[src/rtl/nn_pkg.sv]
// Shared constants and types for the drawing-grid front end: canvas geometry,
// key indices, FSM/step encodings and the pixel address helper.
package nn_pkg;

    localparam int GRID_W      = 28;
    localparam int GRID_H      = 28;
    localparam int GRID_PIXELS = 784;
    localparam int ADDR_W      = 10;
    localparam int COORD_W     = 5;

    localparam int KEY_DOWN  = 0;
    localparam int KEY_UP    = 1;
    localparam int KEY_LEFT  = 2;
    localparam int KEY_RIGHT = 3;

    typedef enum logic [1:0] {
        ST_IDLE  = 2'd0,
        ST_STEP  = 2'd1,
        ST_CLEAR = 2'd2
    } state_t;

    typedef enum logic [1:0] {
        DIR_DOWN  = 2'd0,
        DIR_UP    = 2'd1,
        DIR_LEFT  = 2'd2,
        DIR_RIGHT = 2'd3
    } dir_t;

    // Row-major address on a 28-wide canvas; y*28 built from shifts, max 783.
    function automatic logic [ADDR_W-1:0] pix_addr_f(input logic [COORD_W-1:0] x,
                                                     input logic [COORD_W-1:0] y);
        logic [ADDR_W-1:0] yw;
        logic [ADDR_W-1:0] xw;
        yw = {5'd0, y};
        xw = {5'd0, x};
        return (yw << 4) + (yw << 3) + (yw << 2) + xw;
    endfunction

endpackage

[src/rtl/key_cursor_ctrl_if.sv]
// Pixel-write / cursor bus from the key cursor controller to the grid RAM side.
interface key_cursor_ctrl_if;
    import nn_pkg::*;

    logic [COORD_W-1:0] cursor_x;
    logic [COORD_W-1:0] cursor_y;
    logic               pix_we;
    logic [ADDR_W-1:0]  pix_addr;
    logic               pix_data;
    logic               busy;

    modport master (output cursor_x, output cursor_y, output pix_we,
                    output pix_addr, output pix_data, output busy);
    modport slave  (input cursor_x, input cursor_y, input pix_we,
                    input pix_addr, input pix_data, input busy);
endinterface

[src/rtl/key_cursor_ctrl_debounce.sv]
// One push-button input path: 2-flop synchroniser, stability counter and a
// one-cycle press pulse on the accepted released->pressed transition.
module key_debounce #(
    parameter int DEBOUNCE_CYCLES = 1000
) (
    input  logic clk,
    input  logic reset,
    input  logic key_n,
    output logic press
);
    localparam int CNT_W = (DEBOUNCE_CYCLES > 1) ? $clog2(DEBOUNCE_CYCLES) : 1;
    localparam logic [CNT_W-1:0] CNT_LAST = CNT_W'(DEBOUNCE_CYCLES - 1);
    localparam logic [CNT_W-1:0] CNT_ONE  = CNT_W'(1);

    logic             sync1_r;
    logic             sync2_r;
    logic             level_r;
    logic             press_r;
    logic [CNT_W-1:0] cnt_r;

    // Synchronise, count consecutive disagreeing samples, flip the level when stable.
    always_ff @(posedge clk or posedge reset) begin
        if (reset) begin
            sync1_r <= 1'b1;
            sync2_r <= 1'b1;
            level_r <= 1'b1;
            press_r <= 1'b0;
            cnt_r   <= '0;
        end else begin
            sync1_r <= key_n;
            sync2_r <= sync1_r;
            press_r <= 1'b0;
            if (sync2_r != level_r) begin
                if (cnt_r == CNT_LAST) begin
                    level_r <= sync2_r;
                    cnt_r   <= '0;
                    press_r <= level_r;
                end else begin
                    cnt_r <= cnt_r + CNT_ONE;
                end
            end else begin
                cnt_r <= '0;
            end
        end
    end

    assign press = press_r;

endmodule

[src/rtl/key_cursor_ctrl.sv]
// Key-driven cursor on the 28x28 canvas with pixel write strobes and a clear sweep.
// Define CURSOR_WRAP_EN to wrap the cursor at canvas edges instead of clamping.
module key_cursor_ctrl
    import nn_pkg::*;
#(
    parameter int GRID_W          = nn_pkg::GRID_W,
    parameter int GRID_H          = nn_pkg::GRID_H,
    parameter int DEBOUNCE_CYCLES = 1000
) (
    input  logic              clk,
    input  logic              reset,
    input  logic [3:0]        key_n,
    input  logic              draw_en,
    input  logic              clear,
    key_cursor_ctrl_if.master pix
);
    localparam logic [COORD_W-1:0] X_MAX     = COORD_W'(GRID_W - 1);
    localparam logic [COORD_W-1:0] Y_MAX     = COORD_W'(GRID_H - 1);
    localparam logic [COORD_W-1:0] X_HOME    = COORD_W'(GRID_W / 2);
    localparam logic [COORD_W-1:0] Y_HOME    = COORD_W'(GRID_H / 2);
    localparam logic [ADDR_W-1:0]  ADDR_LAST = ADDR_W'(GRID_W * GRID_H - 1);

    logic [3:0]         press_s;
    logic               draw_q_r;
    logic               clear_q_r;
    logic               draw_rise_s;
    logic               clear_rise_s;
    state_t             state_r;
    state_t             state_s;
    dir_t               dir_r;
    dir_t               dir_s;
    logic [COORD_W-1:0] cur_x_r;
    logic [COORD_W-1:0] cur_y_r;
    logic [COORD_W-1:0] next_x_s;
    logic [COORD_W-1:0] next_y_s;
    logic [ADDR_W-1:0]  clr_addr_r;
    logic               pix_we_r;
    logic [ADDR_W-1:0]  pix_addr_r;
    logic               pix_data_r;
    logic               busy_r;

    for (genvar k = 0; k < 4; k++) begin : g_key
        key_debounce #(.DEBOUNCE_CYCLES(DEBOUNCE_CYCLES)) u_deb (
            .clk   (clk),
            .reset (reset),
            .key_n (key_n[k]),
            .press (press_s[k])
        );
    end

    assign draw_rise_s  = draw_en & ~draw_q_r;
    assign clear_rise_s = clear & ~clear_q_r;

    // Next state; a clear edge beats a press, simultaneous presses resolve down>up>left>right.
    always_comb begin
        state_s = state_r;
        dir_s   = dir_r;
        case (state_r)
            ST_IDLE: begin
                if (clear_rise_s) begin
                    state_s = ST_CLEAR;
                end else if (|press_s) begin
                    state_s = ST_STEP;
                    if (press_s[KEY_DOWN])      dir_s = DIR_DOWN;
                    else if (press_s[KEY_UP])   dir_s = DIR_UP;
                    else if (press_s[KEY_LEFT]) dir_s = DIR_LEFT;
                    else                        dir_s = DIR_RIGHT;
                end else begin
                    state_s = ST_IDLE;
                end
            end
            ST_STEP:  state_s = ST_IDLE;
            ST_CLEAR: begin
                if (clr_addr_r == ADDR_LAST) state_s = ST_IDLE;
                else                         state_s = ST_CLEAR;
            end
            default:  state_s = ST_IDLE;
        endcase
    end

    // Cursor position after applying the latched step direction at the canvas edges.
    always_comb begin
        next_x_s = cur_x_r;
        next_y_s = cur_y_r;
        case (dir_r)
`ifdef CURSOR_WRAP_EN
            DIR_RIGHT: next_x_s = (cur_x_r == X_MAX) ? 5'd0 : cur_x_r + 5'd1;
            DIR_LEFT:  next_x_s = (cur_x_r == 5'd0) ? X_MAX : cur_x_r - 5'd1;
            DIR_DOWN:  next_y_s = (cur_y_r == Y_MAX) ? 5'd0 : cur_y_r + 5'd1;
            DIR_UP:    next_y_s = (cur_y_r == 5'd0) ? Y_MAX : cur_y_r - 5'd1;
`else
            DIR_RIGHT: next_x_s = (cur_x_r == X_MAX) ? cur_x_r : cur_x_r + 5'd1;
            DIR_LEFT:  next_x_s = (cur_x_r == 5'd0) ? cur_x_r : cur_x_r - 5'd1;
            DIR_DOWN:  next_y_s = (cur_y_r == Y_MAX) ? cur_y_r : cur_y_r + 5'd1;
            DIR_UP:    next_y_s = (cur_y_r == 5'd0) ? cur_y_r : cur_y_r - 5'd1;
`endif
            default: begin
                next_x_s = cur_x_r;
                next_y_s = cur_y_r;
            end
        endcase
    end

    // State, cursor and registered pixel-bus outputs.
    always_ff @(posedge clk or posedge reset) begin
        if (reset) begin
            state_r    <= ST_IDLE;
            dir_r      <= DIR_DOWN;
            draw_q_r   <= 1'b0;
            clear_q_r  <= 1'b0;
            cur_x_r    <= X_HOME;
            cur_y_r    <= Y_HOME;
            clr_addr_r <= '0;
            pix_we_r   <= 1'b0;
            pix_addr_r <= '0;
            pix_data_r <= 1'b0;
            busy_r     <= 1'b0;
        end else begin
            state_r   <= state_s;
            dir_r     <= dir_s;
            draw_q_r  <= draw_en;
            clear_q_r <= clear;
            pix_we_r  <= 1'b0;
            busy_r    <= 1'b0;
            case (state_r)
                ST_IDLE: begin
                    clr_addr_r <= '0;
                    if ((state_s == ST_IDLE) && draw_rise_s) begin
                        pix_we_r   <= 1'b1;
                        pix_data_r <= 1'b1;
                        pix_addr_r <= pix_addr_f(cur_x_r, cur_y_r);
                    end
                end
                ST_STEP: begin
                    cur_x_r <= next_x_s;
                    cur_y_r <= next_y_s;
                    if (draw_en) begin
                        pix_we_r   <= 1'b1;
                        pix_data_r <= 1'b1;
                        pix_addr_r <= pix_addr_f(next_x_s, next_y_s);
                    end
                end
                ST_CLEAR: begin
                    pix_we_r   <= 1'b1;
                    pix_data_r <= 1'b0;
                    pix_addr_r <= clr_addr_r;
                    busy_r     <= 1'b1;
                    clr_addr_r <= clr_addr_r + 10'd1;
                end
                default: begin
                    clr_addr_r <= '0;
                end
            endcase
        end
    end

    assign pix.cursor_x = cur_x_r;
    assign pix.cursor_y = cur_y_r;
    assign pix.pix_we   = pix_we_r;
    assign pix.pix_addr = pix_addr_r;
    assign pix.pix_data = pix_data_r;
    assign pix.busy     = busy_r;

endmodule

[src/flat_wrapper.sv]
// flat-port wrapper written by rule: the top's interface ports become plain ports
module key_cursor_ctrl_flat import nn_pkg::*;
#(
    parameter int GRID_W          = nn_pkg::GRID_W,
    parameter int GRID_H          = nn_pkg::GRID_H,
    parameter int DEBOUNCE_CYCLES = 1000
)
  (clk, reset, key_n, draw_en, clear, pix_cursor_x, pix_cursor_y, pix_pix_we, pix_pix_addr, pix_pix_data, pix_busy);
  key_cursor_ctrl_if pix_i ();
  input  logic clk;
  input  logic reset;
  input  logic [3:0] key_n;
  input  logic draw_en;
  input  logic clear;
  output wire logic [$bits(pix_i.cursor_x)-1:0] pix_cursor_x;
  output wire logic [$bits(pix_i.cursor_y)-1:0] pix_cursor_y;
  output wire logic [$bits(pix_i.pix_we)-1:0] pix_pix_we;
  output wire logic [$bits(pix_i.pix_addr)-1:0] pix_pix_addr;
  output wire logic [$bits(pix_i.pix_data)-1:0] pix_pix_data;
  output wire logic [$bits(pix_i.busy)-1:0] pix_busy;
  assign pix_cursor_x = pix_i.cursor_x;
  assign pix_cursor_y = pix_i.cursor_y;
  assign pix_pix_we = pix_i.pix_we;
  assign pix_pix_addr = pix_i.pix_addr;
  assign pix_pix_data = pix_i.pix_data;
  assign pix_busy = pix_i.busy;
  key_cursor_ctrl #(.GRID_W(GRID_W), .GRID_H(GRID_H), .DEBOUNCE_CYCLES(DEBOUNCE_CYCLES)) u_core (.clk(clk), .reset(reset), .key_n(key_n), .draw_en(draw_en), .clear(clear), .pix(pix_i));
endmodule
[config.mk]
export PLATFORM = sky130hd
export DESIGN_NAME = key_cursor_ctrl_flat
export DESIGN_NICKNAME = d
export VERILOG_FILES = /design/src/rtl/nn_pkg.sv /design/src/rtl/key_cursor_ctrl_if.sv /design/src/rtl/key_cursor_ctrl_debounce.sv /design/src/rtl/key_cursor_ctrl.sv /design/src/flat_wrapper.sv
export SDC_FILE = /design/constraint.sdc
export NUM_CORES = 1
export LEC_CHECK = 0
export CAP_MARGIN = 20
export CORE_ASPECT_RATIO = 0.6
export CORE_UTILIZATION = 28
export CTS_CLUSTER_DIAMETER = 200
export DETAILED_ROUTE_END_ITERATION = 16
export GPL_TIMING_DRIVEN = 0
export PLACE_DENSITY_LB_ADDON = 0.12
export SLEW_MARGIN = 40
export SYNTH_ARGS = -nofsm -noshare
export SYNTH_HDL_FRONTEND = slang
export SYNTH_SLANG_ARGS = --single-unit
[constraint.sdc]
create_clock -name clk -period 5.1 [get_ports clk]
set_input_delay 1.275 -clock clk [delete_from_list [all_inputs] [get_ports clk]]
set_output_delay 1.275 -clock clk [all_outputs]
set_load 0.03 [all_outputs]
==> reports/qor.yml, run 1 <==
status: "completed"
critPathMaxFanout: 12
dp_hpwl_mm: 10.2
drv_slew: 0
drive_above_1_share: 0.0906
hold_viol: 0
cts_setup_buffers: 0
fillers: 1980
startpoint_type: "register"
fin_nets: 689
die-area_um2: 20900
grt_max_degree: 58
crit_path_end_kind: "register"
synthCells: 582
fin_crit_ns: 4.71
maxCapViolations: 0
setup_tns_ns: 0
drt_iter0_drc: 226
use_met1: 0.222
cp.buffers_inverters: 3
crit_path_cell_trace: "inv_1 > ha_1 > and3b_1 > nor2_1 > a21oi_1 > xnor2_2 > inv_1 > fa_1 > fa_1 > ha_1 > inv_1 > fa_1 > nand2b_1 > a21oi_1 > xor2_1 > a221oi_1 > o31ai_1"
hold_ws_ns: 0.355
skew_ns: 0.0108
grt.overflow.total: 0
antenna_left: 0
powerDensity_nw_per_um2: 239
fp.dieH_um: 112
busiest_layer: "met1"
cts.sinks: 95
cts.clk_slew.worst_paths_ns: 0.07
io_pins: 31
stdcell_area_um2: 6730
use_met2: 0.183
crit_family: "adder cells"
drc: 0
wire_per_inst_um: 15.1
period_share: 0.924
synthesis.area_um2: 5690
initial_core_util: 0.292
syn_area_per_cell_um2: 9.78
synth_edf_count: 0
min_path_type: "reg2reg"
dpl_cell_area_um2: 6370
ff2ff_setup_slack_ns: 0.39
power_leakage_nw: 2.94
synth_seq_cells: 95
row_count: 39
clock_path_buffers: 2
cp_slowest_cell: "dfstp_2"
critPathMaxStageDelay_ns: 0.73
drtPass1Iterations: 4
use_met3: 0.0334
area_growth_pct: 18.2
vias: 4183
tightest_slew_ns: 0.676
ir_drop_mv: 0.190
post_drt_via_cell_ratio: 4.67
rsz0062_at_grt: "false"
grt_usage: 0.139
critical_path_required_ns: 5.35
htreeDepth: 3
synth-async-reset-ratio: 1.00
n_antenna_cell: 0
gp_congestion: 0.823
fmax_ghz: 0.212
clock_latency_ns: 0.35
synth_flop_cell: "dfrtp_1"
arrival_ns: 4.96
root_buffer: "clkbuf_16"
grt_pass1_wl_mm: 22.1
synth_nets: 647
numCtsBuffers: 9
portBuffers: 30
die_w_um: 186
yosysWarnings: 0
ys_seq_area_frac: 0.421
antenna_found_initial: 0
critPathKind: "reg2reg"
wl_mm: 13.5
cts_tree: "done"
core_area_um2: 19500
yosysUniqueCellTypes: 60
slew-limit-headroom: 0.546
setup_violations: 0
grt_pass1_vias: 4138
worst reg2reg max path, cell delays in order (launching register included):
cell and delay, ns:
dfstp_2 0.73, inv_1 0.16, ha_1 0.24, and3b_1 0.20
nor2_1 0.15, a21oi_1 0.15, xnor2_2 0.30, inv_1 0.14
fa_1 0.53, fa_1 0.56, ha_1 0.17, inv_1 0.05
fa_1 0.36, nand2b_1 0.18, a21oi_1 0.16, xor2_1 0.19
a221oi_1 0.11, o31ai_1 0.24
power by group:
part	switching, mW	internal, mW	leakage, nW	total [mW]
Combinational	0.0286	0.0166	1.56	0.0452
Sequential	0.00793	0.768	1.21	0.776
Clock	0.308	0.482	0.170	0.789
worst paths after layout:
kind,start,endpoint,cells after the start
setup / recovery,u_core.pix.cursor_y[1],u_core.pix.pix_addr[8],17
hold / removal,u_core.g_key[3].u_deb.sync1_r,u_core.g_key[3].u_deb.sync2_r,0
setup reg to reg,u_core.pix.cursor_y[1],u_core.pix.pix_addr[8],17
hold reg to reg,u_core.g_key[3].u_deb.sync1_r,u_core.g_key[3].u_deb.sync2_r,0
max in group asynchronous,reset,u_core.g_key[0].u_deb.sync1_r,3
min in group asynchronous,reset,u_core.g_key[3].u_deb.cnt_r[9],2
cells by family (layout without fill, tap and decap cells):
logic type               Yosys count  after routing  share of synthesized area
AND/OR/NAND/NOR                  215            215                      0.181
flip-flops                        95             95                      0.421
buffers and inverters             61            108                     0.0417
AO/OA/AOI/OAI                     91             91                      0.110
multiplexers                      13             13                     0.0251
adder cells (fa/ha/maj)           57             57                      0.144
XOR/XNOR                          50             50                     0.0769
synthesized netlist by cell type (7+ instances only):
| master | count | area (um^2) |
|---|---|---|
| dfrtp_1 | 77 | 1930 |
| nor2_1 | 67 | 251 |
| nand2_1 | 56 | 210 |
| inv_1 | 44 | 165 |
| ha_1 | 43 | 538 |
| xnor2_1 | 33 | 289 |
| a21oi_1 | 27 | 135 |
| o21ai_0 | 19 | 95.1 |
| dfstp_2 | 18 | 473 |
| nand3_1 | 17 | 85.1 |
| xor2_1 | 17 | 149 |
| nor3_1 | 15 | 75.1 |
| fa_1 | 14 | 280 |
| and3_1 | 11 | 68.8 |
| clkbuf_1 | 11 | 41.3 |
| nand4_1 | 10 | 62.6 |
| mux2_2 | 9 | 101 |
| or4_1 | 8 | 60.1 |
| nor2b_1 | 7 | 43.8 |
registers in the layout, summed over array words and instances (netlist names), 5 cells and up:
register and flops:
u_core.g_key.u_deb.cnt_r 40, u_core.clr_addr_r 10, u_core.pix.cursor_y 5, u_core.pix.cursor_x 5, u_core.pix.pix_addr 10
metrics by stage:
step / total power, mW / setup WS, ns / cells / utilization
2_1_floorplan: 0.816 / 0.699 / 582 / -
3_3_place_gp: 0.832 / -0.272 / 878 / 0.325
6_report: 1.61 / 0.389 / 895 / 0.346
5_1_grt: 1.68 / 0.0708 / 895 / 0.346
3_5_place_dp: 0.837 / 0.216 / 879 / 0.327
4_1_cts: 1.64 / 0.129 / 895 / 0.345
routing by layer:
metal	wire length, um	vias up
met5	0	-
met4	38	0
met3	502	2
met2	5240	65
met1	7730	2043
li1	-	2073
what timing repair did:
item | 4_1_cts | 5_1_grt
endpoints found under the setup margin | 0 | 2
resized for setup | 0 | 3
hold buffers | 0 | 0
cells in the final DEF (no fill, tap or decap), types with 3 or more instances in the layout:
cell	instances
dfrtp_1	77
clkdlybuf4s50_1	30
clkbuf_16	9
a21oi_1	27
a221oi_1	4
mux2i_1	3
o21ai_0	19
inv_1	43
nor2b_1	7
and2_1	5
fa_1	14
nor2_1	67
a22o_1	4
dfstp_2	18
nor3b_1	5
nand4_1	10
xnor2_1	32
or4_1	8
o31ai_1	5
nand3_1	17
ha_1	43
mux2_2	9
xor2_1	17
nand2_1	56
a21o_1	3
buf_1	3
and3_1	11
o21a_1	4
bufinv_16	3
nor3_1	15
clkbuf_1	11
nand2b_1	5
cell type report:
class | count | area (um^2) | share of cell area
Timing Repair Buffer | 31 | 328 | 0.0487
Sequential cell | 95 | 2400 | 0.357
Clock buffer | 9 | 225 | 0.0335
Tap cell | 266 | 333 | 0.0495
Buffer | 16 | 68.8 | 0.0102
Multi-Input combinational cell | 426 | 3080 | 0.458
Clock inverter | 7 | 118 | 0.0175
Inverter | 45 | 176 | 0.0262
No activity file was read; power rests on OpenSTA's default activity.
==> run 2: changes to the inputs <==
--- a/config.mk
+++ b/config.mk
@@ -7,11 +7,13 @@
 export LEC_CHECK = 0
 export CAP_MARGIN = 20
 export CORE_ASPECT_RATIO = 0.6
+export CORE_MARGIN = 4
 export CORE_UTILIZATION = 28
 export CTS_CLUSTER_DIAMETER = 200
 export DETAILED_ROUTE_END_ITERATION = 16
 export GPL_TIMING_DRIVEN = 0
 export PLACE_DENSITY_LB_ADDON = 0.12
+export RECOVER_POWER = 25
 export SLEW_MARGIN = 40
 export SYNTH_ARGS = -nofsm -noshare
 export SYNTH_HDL_FRONTEND = slang
==> reports/qor.yml, run 2 (synthesis gave the netlist of run 1 again) <==
switchingPower_mw: 0.346  # +0.42%
powerDensity_nw_per_um2: 228  # -4.8%
grt_usage: 0.125  # -0.0134
drtPass1Iterations: 6  # +2
cts.sinks: 95  # unchanged
die-area_um2: 22800  # +8.7%
gp_congestion: 0.834  # +1.4%
drt_iter0_drc: 248  # +9.7%
drive_above_1_share: 0.0859  # -0.00477
crit_path_end_kind: "register"
io_pins: 31  # unchanged
crit_start: "u_core.pix.cursor_y[1]"
ctsHoldBuffers: 0  # unchanged
numCtsBuffers: 9  # unchanged
violations: "capacitance limit, slew limit"
tightest_slew_ns: 2.20  # +1.52 ns
htreeDepth: 3  # unchanged
p_int_mw: 1.18  # -6.6%
layout_common_cells: "77 x dfrtp_1, 67 x nor2_1, 56 x nand2_1"
critical_path_required_ns: 5.33  # -0.02 ns
stdcell_area_um2: 6710  # -0.32%
min_path_cells: 0  # unchanged
critPathMaxStageDelay_ns: 0.74  # about the same
setup_tns_ns: 0  # unchanged
hold_ws_ns: 0.355  # +0.000428 ns
maxCapViolations: 1  # +1
power_leakage_nw: 2.91  # -0.91%
clkPwrFrac: 0.464  # -0.026
root_buffer: "clkbuf_16"
area_growth_pct: 17.8
skew_ns: 0.00919  # -0.00157 ns
status: "finished with violations"
combinationalPowerShare: 0.029  # about the same
cts_setup_buffers: 0  # unchanged
min_path_type: "reg2reg"
regToRegStartpoint: "u_core.pix.cursor_y[1]"
grt.overflow.total: 0  # unchanged
slew-limit-headroom: -0.472  # -1.02
antenna_left: 0  # unchanged
cts.clk_slew.worst_paths_ns: 0.07  # about the same
dp_hpwl_mm: 10.1  # -0.44%
grt_max_degree: 50  # -14%
antenna_found_initial: 0  # unchanged
fin_crit_ns: 4.73  # +0.0200 ns
portBuffers: 30  # unchanged
arrival_ns: 4.96  # about the same
fp.dieH_um: 118  # +5.3%
layout_commonest_cell: "dfrtp_1"
dpl_cell_area_um2: 6380  # +0.14%
clock_latency_ns: 0.35  # about the same
fin_nets: 689  # unchanged
startpoint_type: "register"
n_antenna_cell: 0  # unchanged
setup_violations: 0  # unchanged
cts_tree: "done"
p_sw_frac: 0.226  # +0.0124
wire_per_inst_um: 15.2  # +0.41%
hold_path_startpoint: "u_core.g_key[0].u_deb.sync1_r"
row_count: 40  # +2.6%
grt_pass1_wl_mm: 22.6  # +1.9%
post_drt_via_cell_ratio: 4.65  # -0.61%
critPathKind: "reg2reg"
initial_core_util: 0.285  # -0.00731
critPathMaxFanout: 12  # unchanged
clock_path_buffers: 2  # unchanged
vias: 4190  # +0.17%
period_share: 0.928  # +0.00392
die_w_um: 192  # +3.2%
drv_slew: 47  # +47
rsz0062_at_grt: "false"
cp_slowest_cell: "dfstp_2"
hold_viol: 0  # unchanged
regMostFlops: "u_core.g_key.u_deb.cnt_r"
drc: 0  # unchanged
grt_pass1_vias: 3973  # -4.0%
core_area_um2: 20000  # +2.6%
ir_drop_mv: 0.159  # -16%
largest_reg_flops: 40  # unchanged
r2r_cells: 17  # unchanged
fmax_ghz: 0.211  # -0.42%
seq_power_share: 0.507  # +0.025
wl_mm: 13.7  # +1.2%
power.total_mw: 1.53  # -5.1%
crit_path_cell_trace: "inv_1 > ha_1 > and3b_1 > nor2_1 > a21oi_1 > xnor2_2 > inv_1 > fa_1 > fa_1 > ha_1 > inv_1 > fa_1 > nand2b_1 > a21oi_1 > xor2_1 > a221oi_1 > o31ai_1"
run 2: changes by cell type in the layout (fill, tap and decap cells not counted), sizes merged:
cell	delta
bufinv	-2
clkbuf	+2
clkdlybuf4s50	-7
clkinvlp	+1
dlygate4sd3	+7
inv	-1
run 2: layout make-up:
cell class | count | area [um^2]
plain buffers | 16 | 68.8
inverters | 45 | 170
multi-input cells | 426 | 3090
flip-flops and latches | 95 | 2400
clock buffers | 11 | 243
repair buffers | 31 | 328
well taps | 273 | 342
fillers | 2017 | 13300
clock inverters | 5 | 65.1
run 2: power by group through the flow:
stage	clock, mW	combinational, mW	sequential, mW
floorplan	0	0.0282	0.788
global placement	0	0.0436	0.789
detailed placement	0	0.0477	0.790
CTS	0.743	0.0481	0.775
global route	0.775	0.0521	0.777
finish	0.709	0.0437	0.775
run 2: repair_timing:
action	4_1_cts	5_1_grt
gates resized for setup	0	4
hold endpoints to repair	0	0
endpoints found under the setup margin	0	3
run 2: per-stage QoR:
stage / setup WS [ns] / cells / util
6_report: 0.369 / 902 / 0.336
5_1_grt: 0.0117 / 902 / 0.336
4_1_cts: 0.124 / 902 / 0.335
3_5_place_dp: 0.160 / 886 / 0.319
3_3_place_gp: -0.366 / 885 / 0.317
2_1_floorplan: 0.699 / 582 / -
run 2: critical path: cells and delay by family (launching register included):
kind,cells,cell delay (ns)
buffers and inverters,3,0.36
and+or+nand+nor,3,0.52
AOI/OAI and AO/OA,4,0.73
adders and majority gates,5,1.90
DFF,1,0.74
xor gates and xnor gates,2,0.38
run 2: routing by layer:
layer  routed length (um)  vias to the layer above  global-route usage
li1                     -                     2076                   -
met1                 7890                     2024               0.207
met4                  112                        0              0.0227
met5                    0                        -                   0
met2                 5170                       81               0.160
met3                  504                        9              0.0328
run 2: worst paths after layout:
| check | endpoint | slack, ns |
|---|---|---|
| max in group asynchronous | u_core.g_key[2].u_deb.sync1_r | 2.11 |
| min in group asynchronous | u_core.g_key[1].u_deb.cnt_r[1] | 1.96 |
| setup / recovery | u_core.pix.pix_addr[8] | 0.37 |
| hold / removal | u_core.g_key[0].u_deb.sync2_r | 0.36 |
| hold reg to reg | u_core.g_key[0].u_deb.sync2_r | 0.36 |
| setup reg to reg | u_core.pix.pix_addr[8] | 0.37 |
==> run 3: changes to the inputs <==
--- a/config.mk
+++ b/config.mk
@@ -7,7 +7,7 @@
 export LEC_CHECK = 0
 export CAP_MARGIN = 20
 export CORE_ASPECT_RATIO = 0.6
-export CORE_MARGIN = 4
+export CORE_MARGIN = 2
 export CORE_UTILIZATION = 28
 export CTS_CLUSTER_DIAMETER = 200
 export DETAILED_ROUTE_END_ITERATION = 16
==> reports/qor.yml, run 3 (synthesis gave the netlist of run 1 again) <==
cts_setup_buffers: 0  # unchanged
grt_max_degree: 73  # +46%
ctsHoldBuffers: 0  # unchanged
crit_cells: 17  # unchanged
initial_core_util: 0.285  # unchanged
p_int_mw: 1.18  # -0.17%
clkPwrFrac: 0.463  # about the same
combinationalPowerShare: 0.029  # about the same
post_drt_via_cell_ratio: 4.68  # +0.72%
crit_path_end: "u_core.pix.pix_addr[8]"
grt_pass1_vias: 4265  # +7.3%
portBuffers: 30  # unchanged
htreeDepth: 3  # unchanged
setup_violations: 0  # unchanged
row_count: 40  # unchanged
die_w_um: 188  # -2.1%
dp_hpwl_mm: 10.1  # -0.12%
layout_commonest_cell: "dfrtp_1"
critPathMaxStageDelay_ns: 0.67  # -0.07 ns
drtPass1Iterations: 5  # -1
wl_mm: 13.7  # -0.17%
slew-limit-headroom: 0.193  # +0.665
numCtsBuffers: 9  # unchanged
min_path_cells: 0  # unchanged
place_ws_ns: 0.219  # +0.0590 ns
n_antenna_cell: 0  # unchanged
fin_crit_ns: 4.71  # -0.0163 ns
hold_viol: 0  # unchanged
grt_usage: 0.135  # +0.00965
seq_power_share: 0.508  # about the same
core_area_um2: 20000  # unchanged
ff2ff_setup_slack_ns: 0.39  # +0.02 ns
seqCellArea_um2: 2400  # unchanged
worst_slack_ns: 0.385  # +0.0163 ns
rsz0062_at_grt: "false"
setup_tns_ns: 0  # unchanged
crit_start: "u_core.pix.cursor_y[2]"
largest_reg_flops: 40  # unchanged
fp.dieH_um: 114  # -3.4%
final_cells: 902  # unchanged
area_growth_pct: 17.6
cp.buffers_inverters: 3  # unchanged
grt.overflow.total: 0  # unchanged
cts-resized-gates: 0  # unchanged
root_buffer: "clkbuf_16"
vias: 4220  # +0.72%
crit_path_cell_trace: "inv_1 > ha_1 > and3b_1 > o21ai_0 > a21oi_1 > o221ai_2 > inv_1 > fa_1 > fa_1 > ha_1 > inv_1 > fa_1 > nand2b_1 > a21oi_1 > xor2_1 > a221oi_1 > o31ai_1"
fillers: 1998  # -0.94%
powerDensity_nw_per_um2: 228  # about the same
power_leakage_nw: 2.91  # about the same
crit_family: "adder cells"
drive_above_1_share: 0.0874  # +0.00159
ir_drop_mv: 0.162  # +1.5%
antenna_left: 0  # unchanged
cts_tree: "done"
grt_pass1_wl_mm: 22.8  # +0.95%
die-area_um2: 21500  # -5.4%
drt_iter0_drc: 294  # +19%
regMostFlops: "u_core.g_key.u_deb.cnt_r"
fmax_ghz: 0.212  # +0.35%
cts.clk_slew.worst_paths_ns: 0.07  # about the same
critical_path_required_ns: 5.35  # +0.02 ns
fin_nets: 689  # unchanged
switchingPower_mw: 0.346  # about the same
r2r_cells: 17  # unchanged
arrival_ns: 4.97  # about the same
rr_endpoint: "u_core.pix.pix_addr[8]"
critPathMaxFanout: 8  # -4
crit_path_end_kind: "register"
tightest_slew_ns: 1.20  # -0.992 ns
min_path_type: "reg2reg"
period_share: 0.924  # -0.00321
antenna_found_initial: 0  # unchanged
multiInputGateArea_um2: 3080  # -0.36%
status: "completed"
p_sw_frac: 0.227  # +0.000299
drv_slew: 0  # -100%
wire_per_inst_um: 15.1  # -0.17%
cp_slowest_cell: "dfstp_2"
maxCapViolations: 0  # -1
gp_congestion: 0.804  # -3.6%
critPathKind: "reg2reg"
clock_path_buffers: 2  # unchanged
cts.sinks: 95  # unchanged
dpl_cell_area_um2: 6370  # about the same
io_pins: 31  # unchanged
layout_common_cells: "77 x dfrtp_1, 67 x nor2_1, 56 x nand2_1"
drc: 0  # unchanged
skew_ns: 0.0101  # +0.000935 ns
stdcell_area_um2: 6700  # -0.21%
startpoint_type: "register"
clock_latency_ns: 0.35  # about the same
dp_cells: 886  # unchanged
regToRegStartpoint: "u_core.pix.cursor_y[2]"
[run 3: cell count changes in the layout (fill, tap and decap cells not counted), sizes merged]
cell,before,now
clkbuf,23,22
inv,45,46
[run 3: worst min path at each step]
stage	start	endpoint	slack, ns
floorplan	u_core.g_key[0].u_deb.sync1_r	u_core.g_key[0].u_deb.sync2_r	0.35
global placement	u_core.g_key[0].u_deb.sync1_r	u_core.g_key[0].u_deb.sync2_r	0.35
detailed placement	u_core.g_key[2].u_deb.sync1_r	u_core.g_key[2].u_deb.sync2_r	0.35
CTS	u_core.g_key[2].u_deb.sync1_r	u_core.g_key[2].u_deb.sync2_r	0.36
global route	u_core.g_key[2].u_deb.sync1_r	u_core.g_key[2].u_deb.sync2_r	0.36
finish	u_core.g_key[1].u_deb.sync1_r	u_core.g_key[1].u_deb.sync2_r	0.36
[run 3: layout make-up]
type	instances	area share
multi-input cells	426	0.460
clock inverters	6	0.00990
flip-flops and latches	95	0.358
inverters	45	0.0254
plain buffers	16	0.0103
repair buffers	31	0.0490
well taps	273	0.0510
clock buffers	10	0.0357
[run 3: metal layers]
metal	part of all wire	track usage	vias to the layer above
li1	-	-	2074
met1	0.56	0.208	2059
met2	0.39	0.183	74
met3	0.044	0.0395	13
met4	0.0092	0.0294	0
met5	0	0	-
[run 3: per-stage QoR]
stage	util	total power, mW	hold WS (ns)
finish	0.335	1.53	0.358
global route	0.335	1.60	0.364
CTS	0.334	1.56	0.359
detailed placement	0.319	0.837	0.347
global placement	0.317	0.833	0.348
floorplan	-	0.816	0.345
[run 3: power groups by stage]
stage | Combinational [mW] | Clock, mW | Sequential (mW)
after floorplan | 0.0282 | 0 | 0.788
after global placement | 0.0432 | 0 | 0.789
after detailed placement | 0.0477 | 0 | 0.789
after CTS | 0.0482 | 0.740 | 0.775
after global routing | 0.0522 | 0.767 | 0.776
final | 0.0439 | 0.707 | 0.775
